===== config.mk =====
export PLATFORM = sky130hd
export DESIGN_NAME = wbuart_fifo
export DESIGN_NICKNAME = d
export VERILOG_FILES = /design/src/rtl/wbuart_pkg.sv /design/src/rtl/uart_rx.sv /design/src/rtl/uart_tx.sv /design/src/rtl/wbuart_sync_fifo.sv /design/src/rtl/wbuart_fifo.sv
export SDC_FILE = /design/constraint.sdc
export NUM_CORES = 1
export LEC_CHECK = 0
export ABC_AREA = 1
export CORE_MARGIN = 8
export CORE_UTILIZATION = 35
export DETAILED_ROUTE_END_ITERATION = 10
export GPL_TIMING_DRIVEN = 0
export PLACE_DENSITY_LB_ADDON = 0.2
export SLEW_MARGIN = 20
export SYNTH_ARGS = -nofsm -noshare
export SYNTH_HDL_FRONTEND = slang
export SYNTH_SLANG_ARGS = --single-unit

===== constraint.sdc =====
create_clock -name i_clk -period 2.3 [get_ports i_clk]
set_clock_uncertainty 0.05 [all_clocks]
set_input_delay 0.69 -clock i_clk [delete_from_list [all_inputs] [get_ports i_clk]]
set_output_delay 0.69 -clock i_clk [all_outputs]
set_load 0.03 [all_outputs]

===== src/rtl/wbuart_pkg.sv =====
// Shared definitions for the wbuart_fifo Wishbone UART: register map, STATUS/CTRL
// bit positions and the transmit-source tag latched at the start of each byte.
package wbuart_pkg;

  typedef enum logic [1:0] {
    WBUART_DATA    = 2'd0,
    WBUART_STATUS  = 2'd1,
    WBUART_CTRL    = 2'd2,
    WBUART_DIVISOR = 2'd3
  } wbuart_reg_e;

  localparam int unsigned STS_RX_COUNT_LSB = 0;
  localparam int unsigned STS_TX_COUNT_LSB = 8;
  localparam int unsigned STS_RX_EMPTY     = 16;
  localparam int unsigned STS_TX_FULL      = 17;
  localparam int unsigned STS_OVERRUN      = 18;
  localparam int unsigned STS_SLAVE_MODE   = 19;

  localparam int unsigned CTRL_SLAVE_MODE  = 0;
  localparam int unsigned CTRL_LOOPBACK    = 1;

  typedef enum logic {
    LOADER = 1'b0,
    FIFO   = 1'b1
  } tx_src_e;

  // A 2**8-deep FIFO can hold 256 bytes; the 8-bit STATUS field saturates.
  function automatic logic [7:0] sat8(input logic [8:0] count);
    return count[8] ? 8'hFF : count[7:0];
  endfunction

endpackage


===== src/rtl/uart_rx.sv =====
// 8N1 serial receiver; no reset, so a frame in progress always completes.
// Emits a one-cycle o_stb with o_data when a frame with a valid stop bit ends.
module uart_rx #(
  parameter int unsigned I_CLOCK_FREQ = 50_000_000,
  parameter int unsigned BAUD_RATE    = 115200
) (
  input  logic       i_clk,
  input  logic       i_rx,
  output logic       o_stb,
  output logic [7:0] o_data
);

  localparam int unsigned DIV = I_CLOCK_FREQ / BAUD_RATE;
  localparam int unsigned CW  = (DIV > 1) ? $clog2(DIV) : 1;
  typedef logic [CW-1:0] cnt_t;

  logic       rx_meta_n;
  logic       rx_n;
  logic       busy;
  cnt_t       baud_cnt;
  cnt_t       target;
  logic [3:0] bit_idx;
  logic [7:0] shreg;

  // Synchroniser stores the inverted line so a power-up zero reads as idle.
  always_ff @(posedge i_clk) begin
    rx_meta_n <= ~i_rx;
    rx_n      <= rx_meta_n;
  end

  assign target = (bit_idx == 4'd0) ? cnt_t'(DIV / 2 - 1) : cnt_t'(DIV - 1);

  always_ff @(posedge i_clk) begin
    o_stb <= 1'b0;
    if (!busy) begin
      if (rx_n) begin
        busy     <= 1'b1;
        baud_cnt <= '0;
        bit_idx  <= '0;
      end
    end else if (baud_cnt == target) begin
      baud_cnt <= '0;
      if (bit_idx == 4'd0) begin
        if (!rx_n) busy <= 1'b0;
        else       bit_idx <= 4'd1;
      end else if (bit_idx <= 4'd8) begin
        shreg   <= {~rx_n, shreg[7:1]};
        bit_idx <= bit_idx + 4'd1;
      end else begin
        busy <= 1'b0;
        if (!rx_n) begin
          o_stb  <= 1'b1;
          o_data <= shreg;
        end
      end
    end else begin
      baud_cnt <= baud_cnt + cnt_t'(1);
    end
  end

endmodule


===== src/rtl/uart_tx.sv =====
// 8N1 serial transmitter; no reset, so a byte in flight always completes.
// i_start is honoured only while o_busy is low.
module uart_tx #(
  parameter int unsigned I_CLOCK_FREQ = 50_000_000,
  parameter int unsigned BAUD_RATE    = 115200
) (
  input  logic       i_clk,
  input  logic       i_start,
  input  logic [7:0] i_data,
  output logic       o_busy,
  output logic       o_tx
);

  localparam int unsigned DIV = I_CLOCK_FREQ / BAUD_RATE;
  localparam int unsigned CW  = (DIV > 1) ? $clog2(DIV) : 1;
  typedef logic [CW-1:0] cnt_t;

  logic       busy;
  cnt_t       baud_cnt;
  logic [3:0] bit_idx;
  logic [9:0] shreg;

  always_ff @(posedge i_clk) begin
    if (!busy) begin
      if (i_start) begin
        shreg    <= {1'b1, i_data, 1'b0};
        busy     <= 1'b1;
        bit_idx  <= '0;
        baud_cnt <= '0;
      end
    end else if (baud_cnt == cnt_t'(DIV - 1)) begin
      baud_cnt <= '0;
      shreg    <= {1'b1, shreg[9:1]};
      if (bit_idx == 4'd9) busy <= 1'b0;
      else                 bit_idx <= bit_idx + 4'd1;
    end else begin
      baud_cnt <= baud_cnt + cnt_t'(1);
    end
  end

  assign o_busy = busy;
  assign o_tx   = busy ? shreg[0] : 1'b1;

endmodule


===== src/rtl/wbuart_sync_fifo.sv =====
// Single-clock byte FIFO of 2**DEPTH_LOG2 entries with occupancy count.
// A push on a full FIFO is accepted only when a pop happens in the same cycle.
module wbuart_sync_fifo #(
  parameter int unsigned DEPTH_LOG2 = 4
) (
  input  logic                  i_clk,
  input  logic                  i_reset_n,
  input  logic                  i_push,
  input  logic [7:0]            i_data,
  input  logic                  i_pop,
  output logic [7:0]            o_data,
  output logic                  o_full,
  output logic                  o_empty,
  output logic [DEPTH_LOG2:0]   o_count
);

  typedef logic [DEPTH_LOG2-1:0] ptr_t;
  typedef logic [DEPTH_LOG2:0]   count_t;

  localparam count_t DEPTH = count_t'(1) << DEPTH_LOG2;

  logic [7:0] mem [2**DEPTH_LOG2];
  ptr_t       wr_ptr;
  ptr_t       rd_ptr;
  count_t     count;
  logic       do_push;
  logic       do_pop;

  assign o_full  = (count == DEPTH);
  assign o_empty = (count == '0);
  assign o_count = count;
  assign o_data  = mem[rd_ptr];

  assign do_pop  = i_pop & ~o_empty;
  assign do_push = i_push & (~o_full | do_pop);

  always_ff @(posedge i_clk) begin
    if (do_push) mem[wr_ptr] <= i_data;
  end

  always_ff @(posedge i_clk or negedge i_reset_n) begin
    if (!i_reset_n) begin
      wr_ptr <= '0;
      rd_ptr <= '0;
      count  <= '0;
    end else begin
      if (do_push) wr_ptr <= wr_ptr + ptr_t'(1);
      if (do_pop)  rd_ptr <= rd_ptr + ptr_t'(1);
      unique case ({do_push, do_pop})
        2'b10:   count <= count + count_t'(1);
        2'b01:   count <= count - count_t'(1);
        default: count <= count;
      endcase
    end
  end

endmodule


===== src/rtl/wbuart_fifo.sv =====
// Wishbone UART with RX/TX FIFOs and byte-safe line sharing with the ihex loader.
// Optional internal loopback (CTRL bit1) is built when WBUART_LOOPBACK_EN is defined.
module wbuart_fifo
  import wbuart_pkg::*;
#(
  parameter int unsigned I_CLOCK_FREQ  = 50_000000,
  parameter int unsigned BAUD_RATE     = 115200,
  parameter int unsigned RX_DEPTH_LOG2 = 4,
  parameter int unsigned TX_DEPTH_LOG2 = 4
) (
  input  logic        i_clk,
  input  logic        i_reset_n,
  input  logic        i_rx,
  output logic        o_tx,
  output logic [7:0]  o_ldr_rx_data,
  output logic        o_ldr_rx_stb,
  input  logic [7:0]  i_ldr_tx_data,
  input  logic        i_ldr_tx_stb,
  output logic        o_ldr_tx_busy,
  input  logic        i_wb_cyc,
  input  logic        i_wb_stb,
  input  logic        i_wb_we,
  input  logic [3:0]  i_wb_sel,
  input  logic [29:0] i_wb_addr,
  input  logic [31:0] i_wb_data,
  output logic        o_wb_stall,
  output logic        o_wb_ack,
  output logic        o_wb_err,
  output logic [31:0] o_wb_data,
  output logic        o_rx_irq,
  output logic        o_tx_irq
);

  localparam logic [31:0] DIVISOR = 32'(I_CLOCK_FREQ / BAUD_RATE);

  logic                   wb_req, wb_rd, wb_wr;
  wbuart_reg_e            reg_sel;
  logic [31:0]            rd_val;
  logic                   slave_mode, loopback, overrun;
  logic                   rx_line, rx_stb, rx_push, rx_pop, rx_full, rx_empty;
  logic [7:0]             rx_data, rx_head;
  logic [RX_DEPTH_LOG2:0] rx_count;
  logic                   tx_line, tx_busy, tx_push, tx_pop, tx_full, tx_empty;
  logic [7:0]             tx_head;
  logic [TX_DEPTH_LOG2:0] tx_count;
  logic                   tx_start_q, tx_launch;
  logic [7:0]             tx_data_q;
  tx_src_e                next_src;
  logic                   unused_ok;

  assign unused_ok = ^{i_wb_sel, i_wb_addr[29:2], i_wb_data[31:19], i_wb_data[17:8]};

  assign wb_req  = i_wb_cyc & i_wb_stb;
  assign wb_rd   = wb_req & ~i_wb_we;
  assign wb_wr   = wb_req & i_wb_we;
  assign reg_sel = wbuart_reg_e'(i_wb_addr[1:0]);

  assign o_wb_stall = 1'b0;
  assign o_wb_err   = 1'b0;
  assign o_rx_irq   = ~rx_empty;
  assign o_tx_irq   = tx_empty;

  assign rx_pop  = wb_rd & (reg_sel == WBUART_DATA) & ~rx_empty;
  assign rx_push = rx_stb & slave_mode;
  assign tx_push = wb_wr & (reg_sel == WBUART_DATA);

  // Loader is held off while in slave mode and while software bytes drain.
  assign o_ldr_tx_busy = slave_mode | tx_busy | tx_start_q | ~tx_empty;

`ifdef WBUART_LOOPBACK_EN
  assign rx_line = loopback ? tx_line : i_rx;
  assign o_tx    = loopback ? 1'b1 : tx_line;
`else
  assign loopback = 1'b0;
  assign rx_line  = i_rx;
  assign o_tx     = tx_line;
`endif

  wbuart_sync_fifo #(.DEPTH_LOG2(RX_DEPTH_LOG2)) u_rx_fifo (
    .i_clk(i_clk), .i_reset_n(i_reset_n), .i_push(rx_push), .i_data(rx_data),
    .i_pop(rx_pop), .o_data(rx_head), .o_full(rx_full), .o_empty(rx_empty),
    .o_count(rx_count)
  );

  wbuart_sync_fifo #(.DEPTH_LOG2(TX_DEPTH_LOG2)) u_tx_fifo (
    .i_clk(i_clk), .i_reset_n(i_reset_n), .i_push(tx_push), .i_data(i_wb_data[7:0]),
    .i_pop(tx_pop), .o_data(tx_head), .o_full(tx_full), .o_empty(tx_empty),
    .o_count(tx_count)
  );

  uart_rx #(.I_CLOCK_FREQ(I_CLOCK_FREQ), .BAUD_RATE(BAUD_RATE)) u_uart_rx (
    .i_clk(i_clk), .i_rx(rx_line), .o_stb(rx_stb), .o_data(rx_data)
  );

  uart_tx #(.I_CLOCK_FREQ(I_CLOCK_FREQ), .BAUD_RATE(BAUD_RATE)) u_uart_tx (
    .i_clk(i_clk), .i_start(tx_start_q), .i_data(tx_data_q), .o_busy(tx_busy),
    .o_tx(tx_line)
  );

  // Source is chosen only when the line is idle; queued FIFO bytes go before loader bytes.
  always_comb begin
    tx_launch = 1'b0;
    tx_pop    = 1'b0;
    next_src  = FIFO;
    if (!tx_busy && !tx_start_q) begin
      if (!tx_empty) begin
        tx_launch = 1'b1;
        tx_pop    = 1'b1;
      end else if (!slave_mode && i_ldr_tx_stb) begin
        tx_launch = 1'b1;
        next_src  = LOADER;
      end
    end
  end

  always_comb begin
    rd_val = '0;
    unique case (reg_sel)
      WBUART_DATA: if (!rx_empty) rd_val = {23'b0, 1'b1, rx_head};
      WBUART_STATUS: begin
        rd_val[STS_RX_COUNT_LSB +: 8] = sat8(9'(rx_count));
        rd_val[STS_TX_COUNT_LSB +: 8] = sat8(9'(tx_count));
        rd_val[STS_RX_EMPTY]          = rx_empty;
        rd_val[STS_TX_FULL]           = tx_full;
        rd_val[STS_OVERRUN]           = overrun;
        rd_val[STS_SLAVE_MODE]        = slave_mode;
      end
      WBUART_CTRL: begin
        rd_val[CTRL_SLAVE_MODE] = slave_mode;
        rd_val[CTRL_LOOPBACK]   = loopback;
      end
      WBUART_DIVISOR: rd_val = DIVISOR;
    endcase
  end

  always_ff @(posedge i_clk or negedge i_reset_n) begin
    if (!i_reset_n) begin
      o_wb_ack      <= 1'b0;
      o_wb_data     <= '0;
      o_ldr_rx_stb  <= 1'b0;
      o_ldr_rx_data <= '0;
      slave_mode    <= 1'b0;
      overrun       <= 1'b0;
      tx_start_q    <= 1'b0;
      tx_data_q     <= '0;
`ifdef WBUART_LOOPBACK_EN
      loopback      <= 1'b0;
`endif
    end else begin
      o_wb_ack     <= wb_req;
      o_ldr_rx_stb <= 1'b0;
      tx_start_q   <= tx_launch;
      if (tx_launch) tx_data_q <= (next_src == FIFO) ? tx_head : i_ldr_tx_data;
      if (rx_stb && !slave_mode) begin
        o_ldr_rx_stb  <= 1'b1;
        o_ldr_rx_data <= rx_data;
      end
      if (wb_rd) o_wb_data <= rd_val;
      if (wb_wr) begin
        unique case (reg_sel)
          WBUART_DATA:   slave_mode <= 1'b1;
          WBUART_STATUS: if (i_wb_data[STS_OVERRUN]) overrun <= 1'b0;
          WBUART_CTRL: begin
            slave_mode <= i_wb_data[CTRL_SLAVE_MODE];
`ifdef WBUART_LOOPBACK_EN
            loopback   <= i_wb_data[CTRL_LOOPBACK];
`endif
          end
          WBUART_DIVISOR: ;
        endcase
      end
      if (rx_push && rx_full && !rx_pop) overrun <= 1'b1;
    end
  end

endmodule


# Yosys cells after proc, flatten, opt, wreduce, memory -nomap -nowiden
# Memories as Yosys holds them, arrays and structs flattened.
# Cells that the tools add are included.
[totals]
wordCells = 170
latchBits = 0
mem_count = 2
reg_bits = 136
input_bits = 81
ramBits = 256
romBits = 0
out_inout_bits = 48
[op_classes]
muxes = 56
shifts = 0
addsub = 12
bitwise_logic = 27
n_eq_ne = 17
n_reduce_logical = 29
n_div = 0
order_cmp = 1
multipliers = 0
[mem_list]
columns = ["memory", "depth", "word_bits", "rd", "rd_clocked_by_memory_dff", "wr", "line", "source"]
rows = [
  ["u_rx_fifo.mem", 16, 8, 1, 0, 1, "wbuart_sync_fifo.sv:22", "logic [7:0] mem [2**DEPTH_LOG2];"],
  ["u_tx_fifo.mem", 16, 8, 1, 0, 1, "wbuart_sync_fifo.sv:22", ""],
]
[op_table]
columns = ["operator", "count"]
rows = [
  ["2-to-1 mux 9 bit", 8],
  ["case mux 18 bit (3 select lines)", 1],
  ["2-to-1 mux 4 bit", 10],
  ["2-to-1 mux 10 bit", 3],
  ["2-to-1 mux 1 bit", 28],
  ["adder 4 x 1 -> 4 bit (second input constant)", 6],
  ["case mux 5 bit (2 select lines)", 2],
  ["adder 9 x 1 -> 9 bit (second input constant)", 2],
  ["nonzero test 2 bit", 8],
  ["2-to-1 mux 12 bit", 1],
  ["AND 1 bit", 11],
  ["NOT 1 bit", 11],
  ["adder 5 x 1 -> 5 bit (second input constant)", 2],
  ["equality test 5 bit (second input constant)", 2],
  ["logical NOT 5 bit", 2],
  ["subtractor 5 x 1 -> 5 bit (second input constant)", 2],
  ["equality test 9 bit", 1],
  ["equality test 9 bit (second input constant)", 1],
  ["equality test 2 bit (second input constant)", 4],
  ["2-to-1 mux 8 bit", 1],
  ["case mux 2 bit (4 select lines)", 1],
  ["AND reduction 4 bit", 2],
  ["equality test 2 x 1 -> 1 bit (second input constant)", 3],
  ["!= test 2 bit (second input constant)", 3],
  ["14 further kinds", 27],
]

# Logic depth before layout (Yosys ltp)
# Gate-level depths: netlist of the first run.
[depth]
word_depth = 9
mapped_depth = 18
ltp_nobuf = 17

# Modules after synthesis
# Synthesis of the first run repeated with hierarchy kept, for this count alone.
[hier_totals]
cells_unflattened = 1443
hier_area_um2 = 16408.2
[by_module_without_submodules]
columns = ["module", "area_per_inst_um2", "n_inst", "seq_area_each_um2", "cells_each"]
rows = [
  ["wbuart_sync_fifo (u_tx_fifo)", 5958.2, 1, 4169.0, 478],
  ["wbuart_sync_fifo (u_rx_fifo)", 5955.7, 1, 4169.0, 478],
  ["wbuart_fifo", 1910.6, 1, 950.9, 246],
  ["uart_rx", 1413.9, 1, 950.9, 120],
  ["uart_tx", 1169.9, 1, 680.7, 121],
]

# Least setup slack after synthesis of the first run
# Ideal clock, no wire load.
[synth_timing]
path_kind = "input -> register"
from = "input i_wb_cyc"
to = "register u_rx_fifo.count[4] (netlist: u_rx_fifo.o_count[4])"
required_ns = 2.127
path_slack_ns = -0.339
arrival_ns = 2.466
stages = 15
setup_time_ns = 0.123
n_path_buf = 1
cell_sequence = "nand2_1 -> inv_1 -> nand2_1 -> nor2_2 -> buf_6 -> ha_1 -> inv_1 -> fa_1 -> inv_1 -> nand2_1 -> a21oi_1 -> nor2_1 -> nand2_1 -> nand3_1 -> xor2_1"
[synth_via]
elab_chain_cells = 9
elab_cells_between_ends = 11
cone_classes = "eq/ne (2); mux (1); bitwise (7); reduce/logical (1)"
[synth_lines]
columns = ["element", "line", "source"]
rows = [
  ["from (decl)", "wbuart_fifo.sv:20", "input logic i_wb_cyc,"],
  ["AND 1 bit (*)", "wbuart_fifo.sv:53", "assign wb_req = i_wb_cyc & i_wb_stb;"],
  ["via wb_req", "wbuart_fifo.sv:36", "logic wb_req, wb_rd, wb_wr;"],
  ["AND 1 bit (*)", "wbuart_fifo.sv:54", "assign wb_rd = wb_req & ~i_wb_we;"],
  ["AND 1 bit (*) (2 in a row)", "wbuart_fifo.sv:63", "assign rx_pop = wb_rd & (reg_sel == WBUART_DATA) & ~rx_empty;"],
  ["AND 1 bit (*)", "wbuart_sync_fifo.sv:34", "assign do_pop = i_pop & ~o_empty;"],
  ["via u_rx_fifo.do_pop", "wbuart_sync_fifo.sv:27", "logic do_pop;"],
  ["bitwise OR 1 bit", "wbuart_sync_fifo.sv:35", "assign do_push = i_push & (~o_full | do_pop);"],
  ["AND 1 bit", "wbuart_sync_fifo.sv:35", ""],
  ["equality test 2 x 1 -> 1 bit or equality test 2 bit (tied branches)", "wbuart_sync_fifo.sv:49", "unique case ({do_push, do_pop})"],
  ["case mux 5 bit (2 select lines) or nonzero test 2 bit (tied branches)", "--", ""],
  ["to (signal assigned)", "wbuart_sync_fifo.sv:50", "2'b10: count <= count + count_t'(1);"],
  ["to (signal assigned)", "wbuart_sync_fifo.sv:51", "2'b01: count <= count - count_t'(1);"],
  ["to (signal assigned)", "wbuart_sync_fifo.sv:52", "default: count <= count;"],
  ["to (decl)", "wbuart_sync_fifo.sv:25", "count_t count;"],
]
# Mark *: on every way through the listed nets, which the timed path passes. The rest lies on a longest branch.
# A chain may end at the register's enable or synchronous reset.

# Worst setup path after layout of the first run
[layout_timing]
from = "register u_rx_fifo.count[3] (netlist: u_rx_fifo.o_count[3])"
to = "output o_rx_irq"
[layout_via]
elab_chain_cells = 2
[layout_lines]
columns = ["element", "line", "source"]
rows = [
  ["logical NOT 5 bit", "wbuart_sync_fifo.sv:30", "assign o_empty = (count == '0);"],
  ["NOT 1 bit", "wbuart_fifo.sv:60", "assign o_rx_irq = ~rx_empty;"],
  ["to (decl)", "wbuart_fifo.sv:30", "output logic o_rx_irq,"],
]
# No other way between the ends.

==> metrics.md, run 1 <==
| Metric | Value |
|---|---|
| N_diodes | `0` |
| Yosys warns | `0` |
| Mux cell area share after synthesis | `0%` |
| DP Worst Slack | `-1.177 ns` |
| Fin crit period | `2.389 ns` |
| Critical Path AT | `1.65 ns` |
| DRC viols | `0` |
| Hold wc startpoint | `u_uart_rx.rx_meta_n` |
| Slowest CP cell | `dfrtp_2` |
| Worst setup EP type | `output port` |
| Port bufs | `56` |
| Sinks on the clock net | `376` |
| Post-route ant nets | `0` |
| Worst path cell trace | `nor4_4 -> nand2_2 -> buf_6` |
| H-tree levels | `2` |
| Fraction of the mapped netlist area in simple logic gates | `16.63%` |
| Hpwl dp | `26,460 um` |
| Starting Density | `35.15%` |
| Worst Hold Depth | `0` |
| Die area | `0.05340 mm^2` |
| Final setup viols | `4` |
| Ys flop type | `edfxtp_1` |
| Post-synth EDFFs | `307` |
| Drt first pass iters | `5` |
| Core area | `0.04606 mm^2` |
| Via count | `10,850` |
| WS Path Type | `reg2out` |
| Status | `finished, violations left` |
| IO Count | `129` |
| Area delta synth->final | `23.24%` |
| Largest net degree at the start of global routing | `49` |
| FMAX | `418.5 MHz` |
| Critical path fanouts, max | `4` |
| Share of cells above drive strength 1 | `17.05%` |
| Die H | `231.1 um` |
| Placement-stage cell area | `0.01768 mm^2` |
| Post-Synth XOR/XNOR Area | `1.461%` |
| Design Area, Final | `0.01995 mm^2` |
| Reg-to-reg setup timing slack | `-0.08 ns` |
| Reg2reg path depth | `12` |
| CTS Buffer Depth | `3` |
| Die Width | `231.1 um` |
| RR Startpoint | `u_rx_fifo.o_count[3]` |
| Slowest stage delay, CP | `0.45 ns` |
| Unrepaired setup endpoints after global routing | `yes` |
| Hold Violations, Final | `0` |
| Syn_area_per_cell | `11.14 um^2` |
| Leakage | `7.683 nW` |
| Antenna violations before repair | `0` |
| Initial DRC Count | `883` |
| RR Endpoint | `u_rx_fifo.o_count[4]` |
| CTS tree | `built` |
| Complex-gate fraction of the synthesized area | `7.110%` |
| CTS Buf Count | `41` |
| Largest family of logic cells by synthesized area | `simple AND/OR/NAND/NOR gates` |
| Slew headroom | `42.29%` |
| Req. time, crit path | `1.56 ns` |
| Register area share after synthesis | `67.45%` |
| Max_cap viols | `0` |
| Pins over their slew limit | `0` |
| Gr usage total | `14.89%` |
| Clk root buf | `clkbuf_16` |
| Synthesized flop and latch total | `376` |
| Peak supply drop | `0.4618 mV` |
| Via density | `4.811` |
| Measured slew at the worst slew-check pin | `0.8629 ns` |
| Final Util | `43.32%` |
| Post-synthesis instance total | `1,454` |
| Highest-count cells in the layout ignoring fill and taps | `307 x edfxtp_1, 232 x nand2_1, 214 x nor2_1, 123 x o21ai_0, 102 x nand3_1` |
| Final WL | `40,290 um` |
| Final period util | `103.9%` |
| Pwr per Cell Area | `917.7 mW/mm^2` |
| Worst-path clk slew | `0.07 ns` |
| Global-route wire length before repair | `62,290 um` |
| Hold Path Sink | `u_uart_rx.rx_n` |
| Bufs and invs on worst path | `1` |
| Gr ovfl total | `0` |
| Synthesized area | `0.01619 mm^2` |
| Post-synthesis async set-or-reset flop share | `17.02%` |
| CP Launch Type | `register` |
| Routed length per instance | `17.87 um` |
| Final worst-path setup slack | `-0.08933 ns` |
| GP Congestion | `0.8022` |
| Worst Hold Class | `reg2reg` |
| CP top delay family | `simple AND/OR/NAND/NOR gates` |
| Final Net Count | `1,722` |
| Number of global-route vias before repair | `10,680` |
| Synth unique cells | `48` |
| Setup_tns | `-0.2540 ns` |
| Cell row count | `79` |
| Most common cell after layout, fill and taps aside | `edfxtp_1` |
| Post-Synth Adder-Cell Area | `1.978%` |
| Clk_lat worst skew | `0.55 ns` |
| Failing checks | `setup timing` |
-- worst max-delay path by stage --
stage                                       to  slack, ns  cells past startpoint                  from
final                                 o_rx_irq      -0.09                      3  u_rx_fifo.o_count[3]
after global placement        o_ldr_rx_data[2]      -2.04                      1             i_reset_n
after global routing      u_rx_fifo.o_count[4]      -0.21                     13  u_rx_fifo.o_count[3]
after CTS                        o_ldr_tx_busy      -0.13                      5  u_tx_fifo.o_count[0]
after floorplan           u_tx_fifo.o_count[4]      -0.17                     17              i_wb_cyc
after detailed placement  u_rx_fifo.mem[15][3]      -1.18                      9              i_wb_cyc
-- kinds of logic (layout without fill, tap and decap cells) --
group	Yosys count	in the layout
AO/OA/AOI/OAI	201	201
XOR/XNOR	27	27
adder cells (fa/ha/maj)	25	25
buffers and inverters	185	363
flip-flops	376	376
other	1	17
AND/OR/NAND/NOR	639	639
-- where the power goes --
group	internal (W)	switching, W	total (W)
combinational	0.00123	0.00241	0.00364
sequential	0.00768	0.000276	0.00795
clock	0.00399	0.00273	0.00672
-- synthesized netlist by cell type, types with 13 or more instances --
cell type  number  area (um^2)
buf_4          25        187.7
ha_1           24        300.3
dfrtp_1        64         1602
edfxtp_1      307         9219
nand3_1       104        520.5
buf_2          31        155.2
xor2_1         20        175.2
nand2_1       242        908.4
a21oi_1        13        65.06
inv_1          99        371.6
o21ai_0       126        630.6
o211ai_1       38        285.3
nor2_1        247        927.1
-- stage by stage --
step / std cells / total power, W / hold WS, ns
after floorplan: 1470 / 0.01028 / 0.2596
after global placement: 2133 / 0.01143 / 0.2656
after CTS: 2242 / 0.01841 / 0.2868
final: 2255 / 0.01831 / 0.2857
after detailed placement: 2134 / 0.01149 / 0.2678
after global routing: 2255 / 0.01915 / 0.2986
-- layer usage --
| layer | track usage (%) | up-vias | part of all wire, % |
|---|---|---|---|
| met2 | 23.98 | 279 | 47 |
| met5 | 0 | - | 0 |
| met1 | 20.19 | 5225 | 45 |
| met4 | 4.573 | 0 | 2.4 |
| met3 | 2.910 | 67 | 6.0 |
| li1 | - | 5278 | - |
-- timing repair --
item                       CTS  global route
hold buffers                 1             0
pin swaps                   26            19
setup endpoints to repair  311           212
hold endpoints to repair    16             0
buffers inserted            33            13
gates resized for setup    131            32
-- registers in the layout (all words and copies together) (netlist names), 5 cells and up --
signal and count:
u_rx_fifo.o_count 5, tx_data_q 8, u_rx_fifo.mem 128, u_tx_fifo.mem 128, u_uart_rx.shreg 8, o_ldr_rx_data 8
u_uart_rx.baud_cnt 9, o_wb_data 17, u_uart_tx.shreg 9, u_uart_tx.baud_cnt 9, u_tx_fifo.o_count 5, u_uart_rx.o_data 8
-- worst register-to-register path, stage by stage (launching register included) --
cell	delay, ns
dfrtp_2	0.45
nor4_4	0.34
nand2_2	0.15
nand2_4	0.10
nor2_4	0.04
buf_8	0.12
ha_4	0.18
ha_1	0.29
inv_1	0.09
a21oi_2	0.04
o21ai_0	0.18
nand3_2	0.09
xor2_1	0.15
-- layout make-up --
| type | count | area (um^2) |
|---|---|---|
| plain buffers | 73 | 442.9 |
| fillers | 4341 | 26110 |
| multi-input cells | 909 | 4877 |
| well taps | 607 | 759.5 |
| clock buffers | 56 | 1155 |
| inverters | 111 | 435.4 |
| flip-flops and latches | 376 | 10930 |
| repair buffers | 104 | 1135 |
| clock inverters | 19 | 220.2 |
(Power assumes the default switching activity.)
==> run 2, diff against run 1 <==
CTS_CLUSTER_DIAMETER = 40   (was not set)
==> metrics.md, run 2 (synthesis gave the netlist of run 1 again) <==
| Metric | Value |
|---|---|
| Failing checks | `setup timing` |
| Gr ovfl total | `0 (unchanged)` |
| Measured slew at the worst slew-check pin | `0.8345 ns (-0.02838 ns)` |
| Sw Ratio | `30.43% (+0.82 points)` |
| Top flop regs | `u_rx_fifo.mem: 128 flops, u_tx_fifo.mem: 128 flops, o_wb_data: 17 flops` |
| CTS Buf Count | `56 (+37%)` |
| Via count | `10,990 (+1.3%)` |
| Drt first pass iters | `7 (+2)` |
| FMAX | `414.0 MHz (-1.1%)` |
| Peak supply drop | `0.6539 mV (+42%)` |
| RR Startpoint | `u_tx_fifo.o_count[0]` |
| Hold wc startpoint | `u_uart_rx.rx_meta_n` |
| Worst Hold Class | `reg2reg` |
| Die area | `0.05340 mm^2 (unchanged)` |
| Post-route ant nets | `0 (unchanged)` |
| N_diodes | `0 (unchanged)` |
| Hold Violations, Final | `0 (unchanged)` |
| Critical path fanouts, max | `3 (-1)` |
| Clk_lat worst skew | `0.61 ns (+0.06 ns)` |
| Routed length per instance | `17.81 um (-0.30%)` |
| Share of cells above drive strength 1 | `18.94% (+1.9 points)` |
| Sinks on the clock net | `376 (unchanged)` |
| Number of global-route vias before repair | `10,830 (+1.5%)` |
| Filler Cells Inserted | `4,285 (-1.3%)` |
| Worst setup EP type | `output port` |
| Unrepaired setup endpoints after global routing | `yes` |
| Clock power frac | `42.1% (+5.4 points)` |
| Die H | `231.1 um (unchanged)` |
| Final setup viols | `4 (unchanged)` |
| Max_cap viols | `0 (unchanged)` |
| Most common cell after layout, fill and taps aside | `edfxtp_1` |
| Slew headroom | `44.19% (+1.9 points)` |
| Die Width | `231.1 um (unchanged)` |
| Final period util | `105.0% (+1.1 points)` |
| DRC viols | `0 (unchanged)` |
| Net Sw Power | `0.006108 W (+13%)` |
| Highest-count cells in the layout ignoring fill and taps | `307 x edfxtp_1, 234 x nand2_1, 214 x nor2_1, 123 x o21ai_0, 102 x nand3_1` |
| Pwr per Cell Area | `981.1 mW/mm^2 (+6.9%)` |
| CTS tree | `built` |
| Setup_tns | `-0.3391 ns (-0.08512 ns)` |
| Req. time, crit path | `1.56 ns (about the same)` |
| Starting Density | `35.15% (unchanged)` |
| Core area | `0.04606 mm^2 (unchanged)` |
| Area delta synth->final | `26.37%` |
| Initial DRC Count | `888 (+0.57%)` |
| CTS Buffer Depth | `3 (unchanged)` |
| Cell row count | `79 (unchanged)` |
| Gr usage total | `15.10% (+0.21 points)` |
| Worst-path clk slew | `0.05 ns (-0.02 ns)` |
| Crit path from | `u_rx_fifo.o_count[0]` |
| Hpwl dp | `26,460 um (unchanged)` |
| Comb pwr share | `18.3% (-1.6 points)` |
| Clk root buf | `clkbuf_16` |
| Final worst-path setup slack | `-0.1157 ns (-0.02642 ns)` |
| Status | `finished, violations left` |
| Leakage | `7.896 nW (+2.8%)` |
| Global-route wire length before repair | `62,780 um (+0.79%)` |
| GP Congestion | `0.8022 (unchanged)` |
| Pins over their slew limit | `0 (unchanged)` |
| IO Count | `129 (unchanged)` |
| Int Power | `0.01396 W (+8.3%)` |
| H-tree levels | `2 (unchanged)` |
| WS Path Type | `reg2out` |
| Final Net Count | `1,738 (+0.93%)` |
| Largest net degree at the start of global routing | `49 (unchanged)` |
| Fin crit period | `2.416 ns (+0.02642 ns)` |
| Antenna violations before repair | `0 (unchanged)` |
| Critical Path AT | `1.68 ns (+0.03 ns)` |
| Final WL | `40,720 um (+1.1%)` |
| Sequential share of power | `39.6% (-3.8 points)` |
| Port bufs | `56 (unchanged)` |
| CP Launch Type | `register` |
| Via density | `4.807 (about the same)` |
| Final Util | `44.42% (+1.1 points)` |
| Tot Pwr | `0.02007 W (+9.6%)` |
==> run 2: cell types whose count changed in the layout (fill, tap and decap cells not counted), sizes merged <==
| cell | delta |
|---|---|
| buf | +1 |
| clkbuf | +6 |
| clkdlybuf4s15 | -1 |
| clkinv | +10 |
| clkinvlp | +5 |
| dlygate4sd2 | +2 |
| dlymetal6s2s | -1 |
| inv | +9 |
==> run 2: final timing paths <==
kind	endpoint	slack (ns)	cells past startpoint
worst max register to register	u_tx_fifo.o_count[4]	-0.04	18
worst max-delay path	o_rx_irq	-0.12	3
max in group asynchronous	o_ldr_rx_data[1]	1.20	3
min in group asynchronous	tx_data_q[0]	0.44	2
worst min-delay path	u_uart_rx.rx_n	0.28	0
worst min register to register	u_uart_rx.rx_n	0.28	0
==> run 2: area by class of cell <==
class / count / area, um^2 / area share (%)
sequential: 376 / 10930 / 53.41
tap: 607 / 759.5 / 3.712
buffer: 72 / 427.9 / 2.091
timing repair buffer: 106 / 1137 / 5.559
inverter: 111 / 432.9 / 2.116
multi-input combinational: 909 / 4877 / 23.84
clock buffer: 62 / 1424 / 6.959
clock inverter: 43 / 473.0 / 2.312
==> run 2: what timing repair did <==
action,4_1_cts,5_1_grt
setup endpoints to repair,310,181
hold buffers,1,0
gates resized for setup,136,25
pin swaps,31,22
setup buffers,33,15
endpoints found under the hold margin,16,0
==> run 2: worst max-delay path, stage by stage, from the launching register on <==
cell and delay (ns):
dfrtp_2 0.42, nor4_4 0.33, nand2_2 0.15, buf_6 0.17
==> run 2: through the flow <==
step	hold slack (ns)	setup slack, ns	cells	instance area, um^2
CTS	0.2805	-0.2026	2272	20170
global route	0.2919	-0.1934	2286	20460
finish	0.2810	-0.1157	2286	20460
detailed placement	0.2678	-1.177	2134	17680
floorplan	0.2596	-0.1698	1470	16340
global placement	0.2656	-2.040	2133	17660
==> run 2: power by group through the flow <==
stage	logic [W]	registers, W	clock network, W
2_1_floorplan	0.00211	0.00816	0
3_3_place_gp	0.00332	0.00812	0
3_5_place_dp	0.00336	0.00813	0
4_1_cts	0.00358	0.00796	0.00860
5_1_grt	0.00408	0.00800	0.00889
6_report	0.00367	0.00795	0.00845
==> run 2: metal layers <==
metal,global-route usage [%],share of wire [%],vias up
li1,-,-,5321
met1,20.38,45,5307
met2,23.88,47,299
met3,3.631,6.2,62
met4,4.712,2.2,0
met5,0,0,-
==> run 3, diff against run 2 <==
CTS_CLUSTER_DIAMETER = not set   (was 40)
==> results of run 3 <==
Final layout, timing and power as in run 1 (identical DEF).
